==> config.mk <==
export PLATFORM = sky130hd
export DESIGN_NAME = mem_port_arbiter
export DESIGN_NICKNAME = d
export VERILOG_FILES = /design/src/rtl/mips_mem_pkg.sv /design/src/rtl/mem_port_arbiter.sv
export SDC_FILE = /design/constraint.sdc
export NUM_CORES = 1
export LEC_CHECK = 0
export BUFFER_PORTS_ARGS = -buffer_cell sky130_fd_sc_hd__buf_2
export CAP_MARGIN = 10
export CORE_MARGIN = 8
export CORE_UTILIZATION = 45
export DETAILED_ROUTE_END_ITERATION = 8
export PLACE_DENSITY = 0.82
export SLEW_MARGIN = 20
export SYNTH_ARGS = -nofsm -noshare
export SYNTH_HDL_FRONTEND = slang
export SYNTH_SLANG_ARGS = --single-unit
==> constraint.sdc <==
create_clock -name clk -period 2.1 [get_ports clk]
set_input_delay 0.315 -clock clk [delete_from_list [all_inputs] [get_ports clk]]
set_output_delay 0.315 -clock clk [all_outputs]
set_load 0.05 [all_outputs]
==> src/rtl/mips_mem_pkg.sv <==
// Shared definitions for the unified instruction/data memory port arbiter.
package mips_mem_pkg;

   typedef enum logic [1:0] {
      IDLE   = 2'd0,
      ACCESS = 2'd1,
      RESP   = 2'd2
   } state_t;

   localparam logic OWN_IF  = 1'b0;
   localparam logic OWN_MEM = 1'b1;

   localparam int unsigned DEF_LAT = 2;

endpackage

==> src/rtl/mem_port_arbiter.sv <==
// Single-port memory sequencer arbitrating IF fetches against MEM loads/stores.
// Define MEM_ARB_RR_EN for round-robin arbitration instead of fixed MEM-over-IF priority.
module mem_port_arbiter
   import mips_mem_pkg::*;
#(
   parameter int unsigned LAT = DEF_LAT,
   parameter int unsigned AW  = 32,
   parameter int unsigned DW  = 32
) (
   input  logic          clk,
   input  logic          reset,
   input  logic          if_req,
   input  logic [AW-1:0] if_addr,
   input  logic          if_flush,
   output logic [DW-1:0] if_rdata,
   output logic          if_ready,
   input  logic          mem_rd,
   input  logic          mem_wr,
   input  logic [AW-1:0] mem_addr,
   input  logic [DW-1:0] mem_wdata,
   output logic [DW-1:0] mem_rdata,
   output logic          mem_ready,
   output logic          ram_en,
   output logic          ram_we,
   output logic [AW-1:0] ram_addr,
   output logic [DW-1:0] ram_wdata,
   input  logic [DW-1:0] ram_rdata,
   output logic          stall_if,
   output logic          stall_mem
);

   localparam int unsigned CW = (LAT > 1) ? $clog2(LAT) : 1;

   state_t        state, state_n;
   logic          owner;
   logic [AW-1:0] addr_q;
   logic [DW-1:0] wdata_q;
   logic          we_q;
   logic          flush_q;
   logic          if_ready_q, mem_ready_q;
   logic [DW-1:0] if_rdata_q, mem_rdata_q;
   logic          cnt_zero;
   logic          grant;
   logic          grant_own;
   logic          pick;
   logic          if_v, mem_v;

   assign if_v  = if_req & ~if_flush;
   assign mem_v = mem_rd | mem_wr;

`ifdef MEM_ARB_RR_EN
   logic rr_last;

   // On contention the requester not served last wins; a lone requester always wins.
   always_comb begin
      if (if_v && mem_v) pick = (rr_last == OWN_MEM) ? OWN_IF : OWN_MEM;
      else               pick = mem_v ? OWN_MEM : OWN_IF;
   end

   always_ff @(posedge clk or negedge reset) begin
      if (!reset)     rr_last <= OWN_IF;
      else if (grant) rr_last <= grant_own;
   end
`else
   assign pick = mem_v ? OWN_MEM : OWN_IF;
`endif

   generate
      if (LAT > 1) begin : g_cnt
         logic [CW-1:0] cnt;
         always_ff @(posedge clk or negedge reset) begin
            if (!reset)                              cnt <= '0;
            else if (grant)                          cnt <= CW'(LAT - 1);
            else if (state == ACCESS && cnt != '0)   cnt <= cnt - 1'b1;
         end
         assign cnt_zero = (cnt == '0);
      end else begin : g_nocnt
         assign cnt_zero = 1'b1;
      end
   endgenerate

   always_comb begin
      state_n   = state;
      grant     = 1'b0;
      grant_own = OWN_MEM;
      case (state)
         IDLE: begin
            if (if_v || mem_v) begin
               grant     = 1'b1;
               grant_own = pick;
               state_n   = ACCESS;
            end
         end
         ACCESS:  if (cnt_zero) state_n = RESP;
         RESP:    state_n = IDLE;
         default: state_n = IDLE;
      endcase
   end

   always_ff @(posedge clk or negedge reset) begin
      if (!reset) begin
         state       <= IDLE;
         owner       <= OWN_MEM;
         addr_q      <= '0;
         wdata_q     <= '0;
         we_q        <= 1'b0;
         flush_q     <= 1'b0;
         if_ready_q  <= 1'b0;
         mem_ready_q <= 1'b0;
         if_rdata_q  <= '0;
         mem_rdata_q <= '0;
      end else begin
         state       <= state_n;
         if_ready_q  <= 1'b0;
         mem_ready_q <= 1'b0;
         if (grant) begin
            owner   <= grant_own;
            we_q    <= (grant_own == OWN_MEM) & mem_wr;
            addr_q  <= (grant_own == OWN_MEM) ? mem_addr : if_addr;
            wdata_q <= (grant_own == OWN_MEM) ? mem_wdata : '0;
            flush_q <= 1'b0;
         end
         if (state == ACCESS) begin
            if (owner == OWN_IF && if_flush) flush_q <= 1'b1;
            // A flush in the final access cycle must also suppress the pulse.
            if (cnt_zero) begin
               if (owner == OWN_IF) begin
                  if_rdata_q <= ram_rdata;
                  if_ready_q <= ~(flush_q | if_flush);
               end else begin
                  mem_rdata_q <= ram_rdata;
                  mem_ready_q <= 1'b1;
               end
            end
         end
      end
   end

   assign ram_en    = (state == ACCESS);
   assign ram_we    = ram_en & we_q;
   assign ram_addr  = addr_q;
   assign ram_wdata = wdata_q;

   assign if_ready  = if_ready_q;
   assign mem_ready = mem_ready_q;
   assign if_rdata  = if_rdata_q;
   assign mem_rdata = mem_rdata_q;

   assign stall_if  = if_req & ~if_ready_q;
   assign stall_mem = mem_v & ~mem_ready_q;

endmodule
[Yosys cells after proc, flatten, opt, wreduce, memory -nomap -nowiden]
Cells that the tools add are included.
Storage, ports and cells
  bits in registers: 136
  output and inout port bits: 134
  logic and storage cells: 57
Cells by class
  $add $sub $neg: 1
  equal/unequal tests: 3
  multiplexer cells: 21
  bitwise logic cells: 13
  reduce and logical (&&, ||, !) cells: 8
Operator list (number)
  32-bit two-way mux: 2
  1-bit two-way mux: 16
  1-bit NOT: 6
  3-bit AND reduction: 2
  1-bit AND: 5
  2-bit two-way mux: 2
  2-bit inequality test (second input constant): 2
  2-bit case mux with 2 select lines: 1
  2-bit by 1-bit == test with 1-bit output (second input constant): 1
  1-bit logical AND: 2
  2-bit logical NOT: 1
  1-bit OR: 2
  2-bit AND reduction: 1
  2-bit nonzero test: 1
  1-bit logical OR: 1
  1-bit subtractor (second input constant): 1

[Longest topological paths before layout]
Gate-level depths: netlist of the first run.
  depth after elaboration: 8
  depth in mapped cells: 7
  gate-level depth less buffers: 4

[Least setup slack after synthesis of the first run]
No wires, ideal clock.
  path kind: register -> output
  start: register state[1]
  end: output port ram_we
  arrival: 1.507 ns
  required time: 1.785 ns
  slack: 0.278 ns
  stages on the path, launching flop included: 4
  cell sequence: dfrtp_1 nand2b_1 inv_1 and2_1
On the way
  cells in the longest elaborated chain, start to end: 2
RTL lines
  from (decl): line mem_port_arbiter.sv:34  | state_t state, state_n;
  from (signal assigned): line mem_port_arbiter.sv:113  | state <= state_n;
  2-bit by 1-bit == test with 1-bit output: line mem_port_arbiter.sv:139  | assign ram_en = (state == ACCESS);
  named net ram_en: line mem_port_arbiter.sv:23  | output logic ram_en,
  1-bit AND: line mem_port_arbiter.sv:140  | assign ram_we = ram_en & we_q;
  to (decl): line mem_port_arbiter.sv:24  | output logic ram_we,
The timed path passes the listed nets, and every way through them passes these cells.

[Final worst setup path of the first run]
  start: register state[1]
  end: output port ram_we
On the way
  cells in the longest elaborated chain, start to end: 2
RTL lines (line)
  2-bit by 1-bit == test with 1-bit output: mem_port_arbiter.sv:139
  1-bit AND: mem_port_arbiter.sv:140
No other way between the ends.

==> results of run 1 <==
==> final cells by class <==
class	instances	area [um^2]	area share [%]
clock buffers	25	465	6.34
clock inverters	7	166	2.27
inverters	2	7.51	0.102
multi-input cells	218	1660	22.6
flip-flops and latches	136	3400	46.4
well taps	143	179	2.44
repair buffers	275	1460	19.9
==> sequential cells by signal, indices dropped and copies added, names as in the netlist <==
signal and flops:
mem_rdata 32, g_cnt.cnt 1, we_q 1, if_rdata 32, if_ready 1, flush_q 1, ram_addr 32, owner 1
mem_ready 1, state 2, ram_wdata 32
==> how the worst min path moves through the flow <==
stage                                 start                         to  slack, ps  cells after the start
after floorplan                       reset          flush_q$_DFF_PN0_         20                      0
after global placement    flush_q$_DFF_PN0_         if_ready$_DFF_PN0_        420                      1
after detailed placement  flush_q$_DFF_PN0_         if_ready$_DFF_PN0_        430                      1
after CTS                             reset   if_rdata[28]$_DFFE_PN0P_         60                      2
after global routing                  reset  mem_rdata[23]$_DFFE_PN0P_         70                      2
final                                 reset   if_rdata[24]$_DFFE_PN0P_         10                      2
==> critical path: cells and delay by family (launching register included) <==
| kind | cells | cell delay, ps |
|---|---|---|
| flops | 1 | 390 |
| buf+inv | 2 | 440 |
| simple gates | 2 | 430 |
==> cell families after synthesis <==
logic type,share of synthesized area [%]
AOI/OAI and AO/OA,13.0
buffers and inverters,3.37
DFF,65.0
muxes,13.8
and+or+nand+nor,4.80
==> layer usage <==
| metal | global-route usage (%) | vias up | routed length (um) |
|---|---|---|---|
| li1 | - | 1927 | - |
| met5 | 0 | - | 0 |
| met1 | 22.0 | 2059 | 5610 |
| met4 | 8.13 | 0 | 279 |
| met3 | 5.85 | 21 | 1270 |
| met2 | 32.9 | 175 | 7760 |
==> metrics by stage <==
step	worst slack [ps]	hold slack (ps)
6_report	127	11.8
2_1_floorplan	278	19.4
5_1_grt	46.5	71.5
3_3_place_gp	519	418
4_1_cts	110	59.0
3_5_place_dp	456	430
==> synth_stat cells (all sizes together) <==
| cell | instances | area share, % |
|---|---|---|
| nor2 | 8 | 0.76 |
| nor3 | 2 | 0.62 |
| inv | 2 | 0.14 |
| o22ai | 32 | 3.8 |
| o21ai | 31 | 3.0 |
| and3 | 1 | 0.12 |
| nand2 | 34 | 2.4 |
| dfstp | 1 | 0.50 |
| and2 | 1 | 0.12 |
| a32o | 1 | 0.19 |
| a22o | 33 | 5.5 |
| or2 | 1 | 0.12 |
| a21o | 1 | 0.14 |
| dfrtp | 135 | 65 |
| nand2b | 2 | 0.24 |
| nor2b | 2 | 0.24 |
| clkbuf | 5 | 0.36 |
| a21oi | 4 | 0.38 |
| nor3b | 1 | 0.14 |
| mux2 | 64 | 14 |
| buf | 21 | 2.9 |
==> qor.txt, run 1 <==
clk sinks: 136
dpl hpwl: 11,200 um
slowest stage delay, CP: 390 ps
Worst slew margin: 52.3%
Inserted Clock Buffers: 17
Port Buf Inserts: 267
Reg-to-Reg Start: state[0]$_DFFE_PN0P_
Post-Layout Cell Count: 806
Critical Path AT: 1660 ps
Via density: 5.19
first-pass detailed-route iteration total: 5
Highest Clock Rate: 507 MHz
final setup TNS: 0 ps
wirelength, routed: 14,900 um
cts hold-fix bufs: 0
initial antenna violation count: 0
chip width: 124 um
wire per inst: 18.5 um
total track usage: 19.2%
grt total ovfl: 0
vias in the first global route: 4,569
Final period util: 94.0%
WS Path Type: reg -> out
worst-path cell chain: nand2b_1 -> inv_1 -> and2_1 -> buf_2
Slew @ Worst Pin: 715 ps
Critical path origin: state[1]$_DFFE_PN0P_
Syn Inst Count: 382
Starting DRT DRC Count: 224
Die H: 124 um
PostCTS Resize Cnt: 0
TritonCTS clock tree: done
Hold Vio Cnt, Final: 0
#FFs+latches synth: 136
placed inst area: 6710 um^2
post-route cell area: 7340 um^2
worst-path maximum fanout: 5
DRC Markers: 0
RSZ-0062 raised after global routing: false
yosys warns: 0
most frequent cells in the layout: 266 x buf_2, 135 x dfrtp_1, 58 x mux2_2
crit path to: ram_we
area of the mapped netlist: 5240 um^2
reg2reg path depth: 4
fin util: 64.6%
Clock Skews: 5.75 ps
Worst setup EP type: primary output
register area share after synthesis: 65.0%
layout cells sized above 1: 54.9%
status: completed
slowest CP cell: dfrtp_1
die area: 15,300 um^2
Reg2Reg Setup Slack: 440 ps
Req. time, crit path: 1780 ps
# Max-Cap Violations: 0
Startpoint Class: flip-flop
Starting Density: 46.0%
worst hold path type: in -> async
Period minus WS final: 1970 ps
placed insts: 774
Fill cells: 885
RR Endpoint: ram_wdata[6]$_DFFE_PN0P_
via count: 4,182
Net count, final: 784
most common cell after layout, fill and taps aside: buf_2
antenna cells: 0
FP Rows: 39
Final setup viols: 0
max-slew violations: 0
post-synthesis net count: 516
syn_area_per_cell: 13.7 um^2
Clock Latency Late Sink: 410 ps
Area growth syn-to-layout: 40.3%
clock tree buffer depth: 2
Final GP Congestion: 0.810
Netlist cell types: 27
Clock Root Buffer: clkbuf_16
largest net degree at the start of global routing: 137
first-pass GRT wire length: 22,900 um
io pins: 268
Post-CTS Setup Inserts: 0
clock-pin slew on the worst setup and hold paths: 60 ps
CTS HTree Levels: 4
DRT antenna net count: 0
Core Region: 11,400 um^2
Power of run 1 is not shown: default switching activity piles up to over one toggle a cycle in this logic, so the estimate is an artifact.
==> run 2, diff against run 1 <==
PLACE_DENSITY = 0.9   (was 0.82)
==> qor.txt, run 2 (synthesized netlist as in run 1, its figures left out) <==
largest net degree at the start of global routing: 84 (-39%)
Fill cells: 860 (-2.8%)
PostCTS Resize Cnt: 0 (unchanged)
cts hold-fix bufs: 1 (+1)
Area growth syn-to-layout: 40.5%
initial antenna violation count: 0 (unchanged)
Slew @ Worst Pin: 354 ps (-361 ps)
CTS HTree Levels: 4 (unchanged)
wirelength, routed: 15,200 um (+2.0%)
Clock Skews: 8.97 ps (+3.22 ps)
clk sinks: 136 (unchanged)
Worst slew margin: 76.3% (+24 points)
chip width: 124 um (unchanged)
Startpoint Class: flip-flop
final setup TNS: 0 ps (unchanged)
DRC Markers: 0 (unchanged)
FP Rows: 39 (unchanged)
vias in the first global route: 4,648 (+1.7%)
via count: 4,221 (+0.93%)
Die H: 124 um (unchanged)
Final GP Congestion: 0.789 (-2.6%)
Clock Root Buffer: clkbuf_16
Highest Clock Rate: 502 MHz (-0.97%)
wire per inst: 18.9 um (+2.1%)
Post-CTS Setup Inserts: 0 (unchanged)
Period minus WS final: 1990 ps (+19.3 ps)
Post-Layout Cell Count: 805 (-0.12%)
most common cell after layout, fill and taps aside: buf_2
DRT antenna net count: 0 (unchanged)
Final Worst Setup Slack: 107 ps (-19.3 ps)
Worst setup EP type: primary output
clock tree buffer depth: 2 (unchanged)
Starting DRT DRC Count: 255 (+14%)
pre-CTS WS: 416 ps (-39.5 ps)
placed insts: 773 (-0.13%)
grt total ovfl: 0 (unchanged)
status: completed
# Max-Cap Violations: 0 (unchanged)
RSZ-0062 raised after global routing: false
Net count, final: 784 (unchanged)
Inserted Clock Buffers: 17 (unchanged)
Final setup viols: 0 (unchanged)
total track usage: 19.8% (+0.60 points)
worst hold path type: in -> reg
TritonCTS clock tree: done
antenna cells: 0 (unchanged)
most frequent cells in the layout: 266 x buf_2, 135 x dfrtp_1, 58 x mux2_2
Critical Path AT: 1680 ps (+20 ps)
fin util: 64.7% (+0.11 points)
dpl hpwl: 11,600 um (+3.4%)
layout cells sized above 1: 55.6% (+0.69 points)
io pins: 268 (unchanged)
max-slew violations: 0 (unchanged)
Core Region: 11,400 um^2 (unchanged)
Final period util: 94.9% (+0.92 points)
first-pass detailed-route iteration total: 4 (-1)
Clock Latency Late Sink: 410 ps (about the same)
Hold Vio Cnt, Final: 0 (unchanged)
clock-pin slew on the worst setup and hold paths: 60 ps (about the same)
die area: 15,300 um^2 (unchanged)
Starting Density: 46.0% (unchanged)
Req. time, crit path: 1780 ps (about the same)
worst-path maximum fanout: 5 (unchanged)
Via density: 5.24 (+1.1%)
Port Buf Inserts: 267 (unchanged)
WS Path Type: reg -> out
first-pass GRT wire length: 23,200 um (+1.5%)
==> run 2: path summary, 6_finish.rpt <==
kind	start	endpoint	cells past startpoint	slack, ps
worst max-delay path	state[1]$_DFFE_PN0P_	ram_we	4	110
worst max register to register	state[0]$_DFFE_PN0P_	ram_wdata[12]$_DFFE_PN0P_	4	380
min in group asynchronous	reset	state[0]$_DFFE_PN0P_	2	300
worst min register to register	flush_q$_DFF_PN0_	if_ready$_DFF_PN0_	1	460
worst min-delay path	mem_wdata[29]	ram_wdata[29]$_DFFE_PN0P_	2	120
max in group asynchronous	reset	ram_wdata[31]$_DFFE_PN0P_	3	1220
==> run 2: layout make-up <==
class	instances	area (um^2)	share of cell area, %
multi-input cells	218	1660	22.6
flip-flops and latches	136	3400	46.3
clock buffers	24	512	6.96
inverters	2	7.51	0.102
repair buffers	275	1480	20.1
clock inverters	7	114	1.55
well taps	143	179	2.43
==> run 2: per-layer routing <==
metal,part of all wire [%],track usage (%),wire [um]
met1,36,20.9,5470
met2,52,34.6,7950
met3,9.4,7.34,1440
met4,2.3,9.18,345
met5,0,0,0
==> run 2: critical path, stage by stage (launching register included) <==
cell and delay [ps]:
dfrtp_1 390, nand2b_1 280, inv_1 190, and2_1 140, buf_2 270
==> run 2: per-stage QoR <==
step | area (um^2) | hold slack, ps
after floorplan | 5240 | 19.4
after global placement | 6720 | 143
after detailed placement | 6720 | 145
after CTS | 7360 | 99.3
after global routing | 7360 | 96.3
final | 7360 | 123
Power of run 2 is left out for the same reason.
==> run 3, diff against run 2 <==
PLACE_DENSITY = 0.79   (was 0.9)
==> qor.txt, run 3 (synthesized netlist as in run 1, its figures left out) <==
initial antenna violation count: 0 (unchanged)
io pins: 268 (unchanged)
first-pass GRT wire length: 23,500 um (+1.2%)
total track usage: 19.8% (-0.049 points)
Period minus WS final: 1970 ps (-20.7 ps)
Area growth syn-to-layout: 41.6%
via count: 4,194 (-0.64%)
DRC Markers: 0 (unchanged)
dpl hpwl: 11,400 um (-1.0%)
grt total ovfl: 0 (unchanged)
largest net degree at the start of global routing: 62 (-26%)
Final period util: 93.9% (-0.99 points)
Startpoint Class: flip-flop
Worst slew margin: 65.9% (-10 points)
worst hold path type: in -> reg
Hold Vio Cnt, Final: 0 (unchanged)
Reg-to-Reg Start: owner$_DFFE_PN1P_
Post-CTS Setup Inserts: 0 (unchanged)
chip width: 124 um (unchanged)
Slew @ Worst Pin: 511 ps (+157 ps)
wirelength, routed: 15,300 um (+0.78%)
wire per inst: 18.9 um (+0.28%)
Final setup viols: 0 (unchanged)
status: completed
Hold EP: ram_wdata[26]$_DFFE_PN0P_
FP Rows: 39 (unchanged)
Reg2Reg Setup Slack: 370 ps (about the same)
Core Region: 11,400 um^2 (unchanged)
vias in the first global route: 4,579 (-1.5%)
most common cell after layout, fill and taps aside: buf_2
Critical Path AT: 1660 ps (-20 ps)
Hold Crit Depth: 2 (unchanged)
worst-path maximum fanout: 5 (unchanged)
Port Buf Inserts: 267 (unchanged)
reg2reg path depth: 4 (unchanged)
WS Path Type: reg -> out
max-slew violations: 0 (unchanged)
Req. time, crit path: 1780 ps (about the same)
clock-pin slew on the worst setup and hold paths: 60 ps (about the same)
Net count, final: 788 (+0.51%)
Clock Skews: 6.80 ps (-2.17 ps)
die area: 15,300 um^2 (unchanged)
antenna cells: 0 (unchanged)
Via density: 5.18 (-1.1%)
Clock Root Buffer: clkbuf_16
final setup TNS: 0 ps (unchanged)
clock tree buffer depth: 2 (unchanged)
RR Endpoint: mem_rdata[3]$_DFFE_PN0P_
Highest Clock Rate: 507 MHz (+1.0%)
clk sinks: 136 (unchanged)
TritonCTS clock tree: done
CTS HTree Levels: 4 (unchanged)
DRT antenna net count: 0 (unchanged)
RSZ-0062 raised after global routing: false
# Max-Cap Violations: 0 (unchanged)
most frequent cells in the layout: 266 x buf_2, 135 x dfrtp_1, 58 x mux2_2
Inserted Clock Buffers: 17 (unchanged)
Die H: 124 um (unchanged)
Starting DRT DRC Count: 363 (+42%)
Clock Latency Late Sink: 410 ps (about the same)
layout cells sized above 1: 55.7% (+0.12 points)
Worst setup EP type: primary output
Hold Path Origin: mem_wdata[26]
Starting Density: 46.0% (unchanged)
first-pass detailed-route iteration total: 4 (unchanged)
Final GP Congestion: 0.782 (-0.90%)
-- run 3: cell count changes in the layout (fill, tap and decap cells not counted), sizes merged --
cell,before,now
bufinv,3,5
clkinvlp,0,1
buf,274,278
clkinv,4,1
-- run 3: worst max path at each step --
stage / from / endpoint / slack (ps) / depth (start not counted)
final: state[1]$_DFFE_PN0P_ / ram_we / 130 / 4
after CTS: state[1]$_DFFE_PN0P_ / ram_we / 90 / 4
after floorplan: state[1]$_DFFE_PN0P_ / ram_we / 280 / 3
after global placement: owner$_DFFE_PN1P_ / mem_rdata[3]$_DFFE_PN0P_ / 450 / 4
after detailed placement: owner$_DFFE_PN1P_ / mem_rdata[18]$_DFFE_PN0P_ / 400 / 4
after global routing: state[1]$_DFFE_PN0P_ / ram_we / 60 / 4
-- run 3: metal layers --
layer  up-vias  GRT usage (%)  routed length [um]
met3        22           6.12                1210
met5         -              0                   0
met2       189           33.5                7930
met1      2051           23.1                5880
li1       1932              -                   -
met4         0           7.45                 306
-- run 3: critical path: stages, from the launching register on --
cell,delay (ps)
dfrtp_1,380
nand2b_1,260
inv_1,190
and2_1,150
buf_2,270
-- run 3: what timing repair did --
item	in CTS	in global routing
resized for setup	0	0
hold buffers	1	0
hold endpoints to repair	47	0
-- run 3: cell type report --
class / instances / area, um^2
Fill cell: 883 / 3960
Tap cell: 143 / 179
Clock inverter: 7 / 163
Sequential cell: 136 / 3400
Inverter: 2 / 7.51
Multi-Input combinational cell: 218 / 1660
Clock buffer: 24 / 502
Timing Repair Buffer: 279 / 1500
-- run 3: through the flow --
| step | cell area (um^2) | worst slack, ps | cells | utilization, % | hold slack [ps] |
|---|---|---|---|---|---|
| 2_1_floorplan | 5240 | 278 | 382 | - | 19.4 |
| 3_3_place_gp | 6740 | 454 | 777 | 59.3 | 284 |
| 3_5_place_dp | 6740 | 397 | 777 | 59.3 | 298 |
| 4_1_cts | 7410 | 87.6 | 809 | 65.2 | 99.6 |
| 5_1_grt | 7410 | 59.6 | 809 | 65.2 | 104 |
| 6_report | 7410 | 128 | 809 | 65.2 | 123 |
Power of run 3 is left out for the same reason.
